$ cat src/rtl/alu_seq_ctrl.sv
// alu_seq_ctrl: multi-cycle Moore controller that sequences the register-file / ALU
// datapath. It accepts one command per valid/ready handshake and steps it through
// operand loads, execute and writeback. Every output is decoded from the state
// register and the fields latched at acceptance.
// Optional feature: define CTRL_MOVIMM_EN to add the move-immediate (MOVI) path.
module alu_seq_ctrl #(
    parameter int W          = 16,
    parameter int RW         = 3,
    parameter int SKIP_A_MVN = 1
) (
    input  logic          clk,
    input  logic          reset,
    input  logic          cmd_valid,
    output logic          cmd_ready,
    input  logic [1:0]    cmd_op,
    input  logic [RW-1:0] cmd_rd,
    input  logic [RW-1:0] cmd_rn,
    input  logic [RW-1:0] cmd_rm,
    input  logic          cmd_mov,
    input  logic [W-1:0]  cmd_imm,
    output logic [RW-1:0] readnum,
    output logic [RW-1:0] writenum,
    output logic          write,
    output logic          loada,
    output logic          loadb,
    output logic          loadc,
    output logic          loads,
    output logic          asel,
    output logic          bsel,
    output logic          vsel,
    output logic [1:0]    ALUop,
    output logic [W-1:0]  datapath_in,
    output logic          done
);

`ifdef CTRL_MOVIMM_EN
    typedef enum logic [2:0] {
        IDLE = 3'd0,
        LDA  = 3'd1,
        LDB  = 3'd2,
        EXEC = 3'd3,
        WB   = 3'd4,
        MOVI = 3'd5
    } state_t;
`else
    typedef enum logic [2:0] {
        IDLE = 3'd0,
        LDA  = 3'd1,
        LDB  = 3'd2,
        EXEC = 3'd3,
        WB   = 3'd4
    } state_t;
`endif

    state_t        state;
    state_t        state_nxt;
    logic          accept;
    logic [1:0]    op_q;
    logic [RW-1:0] rd_q;
    logic [RW-1:0] rn_q;
    logic [RW-1:0] rm_q;

`ifdef CTRL_MOVIMM_EN
    logic [W-1:0]  imm_q;
`else
    // Move-immediate inputs have no function in this build.
    logic          unused_cmd;
    assign unused_cmd = ^{cmd_mov, cmd_imm};
`endif

    // A command is taken only while the controller sits in IDLE.
    assign accept = cmd_valid && (state == IDLE);

    // State register; reset abandons any command in flight.
    always_ff @(posedge clk or negedge reset) begin
        if (!reset) begin
            state <= IDLE;
        end else begin
            state <= state_nxt;
        end
    end

    // Capture the command fields at the handshake; later cmd_* changes are ignored.
    always_ff @(posedge clk or negedge reset) begin
        if (!reset) begin
            op_q  <= '0;
            rd_q  <= '0;
            rn_q  <= '0;
            rm_q  <= '0;
`ifdef CTRL_MOVIMM_EN
            imm_q <= '0;
`endif
        end else if (accept) begin
            op_q  <= cmd_op;
            rd_q  <= cmd_rd;
            rn_q  <= cmd_rn;
            rm_q  <= cmd_rm;
`ifdef CTRL_MOVIMM_EN
            imm_q <= cmd_imm;
`endif
        end
    end

    // Next-state logic; unused encodings fall back to IDLE.
    always_comb begin
        state_nxt = IDLE;
        case (state)
            IDLE: begin
                if (accept) begin
                    // MVN ignores the A operand, so its A-load can be skipped.
                    if ((SKIP_A_MVN != 0) && (cmd_op == 2'b11)) begin
                        state_nxt = LDB;
                    end else begin
                        state_nxt = LDA;
                    end
`ifdef CTRL_MOVIMM_EN
                    if (cmd_mov) begin
                        state_nxt = MOVI;
                    end
`endif
                end
            end
            LDA:     state_nxt = LDB;
            LDB:     state_nxt = EXEC;
            EXEC:    state_nxt = WB;
            WB:      state_nxt = IDLE;
`ifdef CTRL_MOVIMM_EN
            MOVI:    state_nxt = IDLE;
`endif
            default: state_nxt = IDLE;
        endcase
    end

    // Moore output decode from the state and the latched fields only.
    always_comb begin
        cmd_ready   = 1'b0;
        readnum     = '0;
        writenum    = '0;
        write       = 1'b0;
        loada       = 1'b0;
        loadb       = 1'b0;
        loadc       = 1'b0;
        loads       = 1'b0;
        asel        = 1'b0;
        bsel        = 1'b0;
        vsel        = 1'b0;
        ALUop       = 2'b00;
        datapath_in = '0;
        done        = 1'b0;
        case (state)
            IDLE: begin
                // Held low while reset is asserted so every output reads 0 in reset.
                cmd_ready = reset;
            end
            LDA: begin
                readnum = rn_q;
                loada   = 1'b1;
            end
            LDB: begin
                readnum = rm_q;
                loadb   = 1'b1;
            end
            EXEC: begin
                ALUop = op_q;
                loadc = 1'b1;
                loads = 1'b1;
            end
            WB: begin
                writenum = rd_q;
                write    = 1'b1;
                done     = 1'b1;
                ALUop    = op_q;
            end
`ifdef CTRL_MOVIMM_EN
            MOVI: begin
                writenum    = rd_q;
                vsel        = 1'b1;
                datapath_in = imm_q;
                write       = 1'b1;
                done        = 1'b1;
            end
`endif
            default: begin
                cmd_ready = 1'b0;
            end
        endcase
    end

endmodule
$ cat config.mk
export PLATFORM = sky130hd
export DESIGN_NAME = alu_seq_ctrl
export DESIGN_NICKNAME = d
export VERILOG_FILES = /design/src/rtl/alu_seq_ctrl.sv
export SDC_FILE = /design/constraint.sdc
export NUM_CORES = 1
export LEC_CHECK = 0
export ABC_AREA = 1
export CELL_PAD_IN_SITES_DETAIL_PLACEMENT = 0
export CELL_PAD_IN_SITES_GLOBAL_PLACEMENT = 2
export CORE_MARGIN = 2
export CORE_UTILIZATION = 15
export DETAILED_ROUTE_END_ITERATION = 8
export PLACE_DENSITY_LB_ADDON = 0.1
export SETUP_SLACK_MARGIN = 0.15
export SYNTH_ARGS = -nofsm -noshare
export SYNTH_HDL_FRONTEND = slang
export SYNTH_SLANG_ARGS = --single-unit
$ cat constraint.sdc
create_clock -name clk -period 1.05 [get_ports clk]
set_input_delay 0.21 -clock clk [delete_from_list [all_inputs] [get_ports clk]]
set_output_delay 0.21 -clock clk [all_outputs]
set_load 0.02 [all_outputs]
==> results.md <==
- Register area: 354.1 um2
- Largest net degree at the start of global routing: 15
- VDD IR-drop max: between 0.7 and 0.8 mV
- Register share of total power: a little under a quarter
- Post-Route WL: around 2600 um
- Clock network fraction of total power: 12.7%
- Non-filler cells in the finished layout: 235
- Post-synth top area share: between 30% and 40%
- Design area: 1521 um2
- Violated checks: negative setup slack
- Drt drc: 0
- Flops & latches, synth: 14
- Wirelength per Cell: approximately 11 um
- Yosys cell types: 15
- Initial antenna violation count: 0
- Period minus WS final: approximately 1.5 ns
- Register-to-Register Path Depth: 7
- Area leader, netlist: dfrtp_1
- # H-tree levels: 1
- YS warnings: 0
- Reg clk slew, reported paths: about 0.06 ns
- GRT Total Usage: around 8.9%
- Layout cells sized above 1: 45.40%
- Final setup margin: -0.4163 ns
- Fmax: slightly below 700 MHz
- Status: complete, but fails checks
- Initial Util: 15.73%
- Sw Share: ~44%
- DR vias: about 860
- Die outline height: just over 80 um
- Reg-to-reg critical path startpoint: state[0]
- Fin. Hold Viols: 0
- P_leak: roughly 0.76 nW
- Int Pwr: 2.416 mW
- Gate count of the mapped netlist: roughly 120
- Antenna Cells: 0
- Vias in the first global route: 845
- Crit-path max cell delay: 0.44 ns
- Top cells by area, synth: dfrtp_1, buf_4, nand2_1, nand4_1, inv_1
- Core area: around 5600 um2
- Slowest cell on crit path: dfrtp_2
- Final hold slack: a little over 0.3 ns
- Most frequent cells in the layout: nand2_1, conb_1, buf_6, buf_4
- Element type at the critical path start: flip-flop
- Area grow syn2layout: 72.48%
- Worst setup EP type: output port
- Routability Congestion: approximately 0.69
- CP Buf/Inv Count: 1
- Fin Setup TNS: -9.511 ns
- Worst Path Class, Setup: reg2out
- Clk Latency, worst-skew pair: about 0.25 ns
- CTS tree: built
- CTS Buffer Depth: 2
- R2r endpoint: op_q[1]
- Worst path required time: between 0.8 and 0.9 ns
- Psw: between 1.5 and 2 mW
- Boundary Pins: 65
- Max FO, Critical Path: 5
- Pre-antenna DRT Iters: 4
- Most common cell after layout, fill and taps aside: nand2_1
- Placed instance area: 1314 um2
- Max Clock Skew: about 0.0029 ns
- Die width: 80.69 um
- Hold_buf cts: 0
- Fin crit share: 139.6%
- Worst Path Arrival: approximately 1.3 ns
- Vias/cell: around 3.7
- Delay-heaviest family, CP: flip-flops
- RSZ-0062 raised after global routing: yes
- R2R setup slack: -0.38 ns
- CP Cell Sequence: nor2_4 -> and3_2 -> buf_4
- MaxCap Viol Count: 0
- HPWL Detailed: about 1900 um
- Seq/Total Area, Yosys: around two fifths
- Netlist Area Pre-Place: a little under 900 um2
- Clk sinks: 14
- Power Dens Cells: 2814 nW/um2
- Hold/Removal Path Class: in2async
- Final Setup Violations: 28
- First-pass GRT wire length: ~4200 um
- Port Buffers: 28
- Comb pwr share: around 64%
- Mean Syn Cell Area: about 7.5 um2
- CTS Buf Count: 3
- Fillers: approximately 640
- Inst Count DP: 224
- Pins Over Slew Limit: 0
- Root Driver: clkbuf_8
- FP Rows: 27
- Fin nets: 195
- Antenna Nets Post-Route: 0
- Total die area: about 6500 um2
- GRT overflow: 0
- DRT iter0 DRCs: 28
- Area of the multi-input gates: ~500 um2
sequential cells by signal, summed over array words and instances, names as in the netlist:
name   flops
op_q       2
rd_q       3
rn_q       3
state      3
rm_q       3
cells by family after synthesis:
family / synth area share [%]
buffers and inverters: 26.67
other: 0.4251
AO/OA/AOI/OAI: 0.5668
AND/OR/NAND/NOR: 32.63
flip-flops: 39.72
power groups by stage:
stage / combinational, mW / sequential [mW] / clock (mW)
finish: 2.72 / 1.01 / 0.543
global route: 2.99 / 1.05 / 0.594
CTS: 2.66 / 0.997 / 0.574
detailed placement: 2.23 / 0.978 / 0
global placement: 2.21 / 0.977 / 0
floorplan: 1.39 / 0.973 / 0
routing by layer:
metal | part of all wire [%] | track usage (%)
met5 | 0 | 0
met4 | 2.3 | 5.085
met3 | 5.3 | 1.348
met2 | 51 | 15.50
met1 | 41 | 10.16
worst register-to-register path, cell delays in order (launching register included):
cell and delay [ns]:
dfrtp_2 0.44, nor2_4 0.22, buf_4 0.15, buf_6 0.09, buf_8 0.13, nand3_4 0.15
nand2_1 0.10, nand2_1 0.05
worst max-delay path by stage:
stage | from | to | cells past startpoint
floorplan | state[1] | write | 4
detailed placement | reset | cmd_ready | 3
global route | state[0] | writenum[1] | 4
finish | state[0] | cmd_ready | 3
CTS | state[0] | cmd_ready | 3
global placement | reset | cmd_ready | 3
cell usage after synthesis, drive strengths merged:
master  number
buf         25
inv         13
and3         1
nand4       13
nand2       38
conb         1
nand3        3
nor2         8
o21ai        1
dfrtp       14
through the flow:
step	setup WS (ns)	util (%)	power, mW
2_1_floorplan	-0.1077	-	2.362
3_3_place_gp	-0.6254	23.43	3.188
3_5_place_dp	-0.6255	23.43	3.205
4_1_cts	-0.4266	26.35	4.233
5_1_grt	-0.4792	27.13	4.636
6_report	-0.4163	27.13	4.281
cell type report:
cell class,count,area share [%]
inverters,13,4.030
well taps,72,5.921
multi-input cells,84,32.65
clock buffers,4,3.618
flip-flops and latches,14,23.27
repair buffers,48,30.51
timing repair:
item                       in CTS  in global routing
pin swaps                       2                  0
resized for setup             102                 11
gates cloned                    1                  0
buffers inserted                4                  2
setup endpoints to repair      28                 28
No activity file was read; power rests on OpenSTA's default activity.
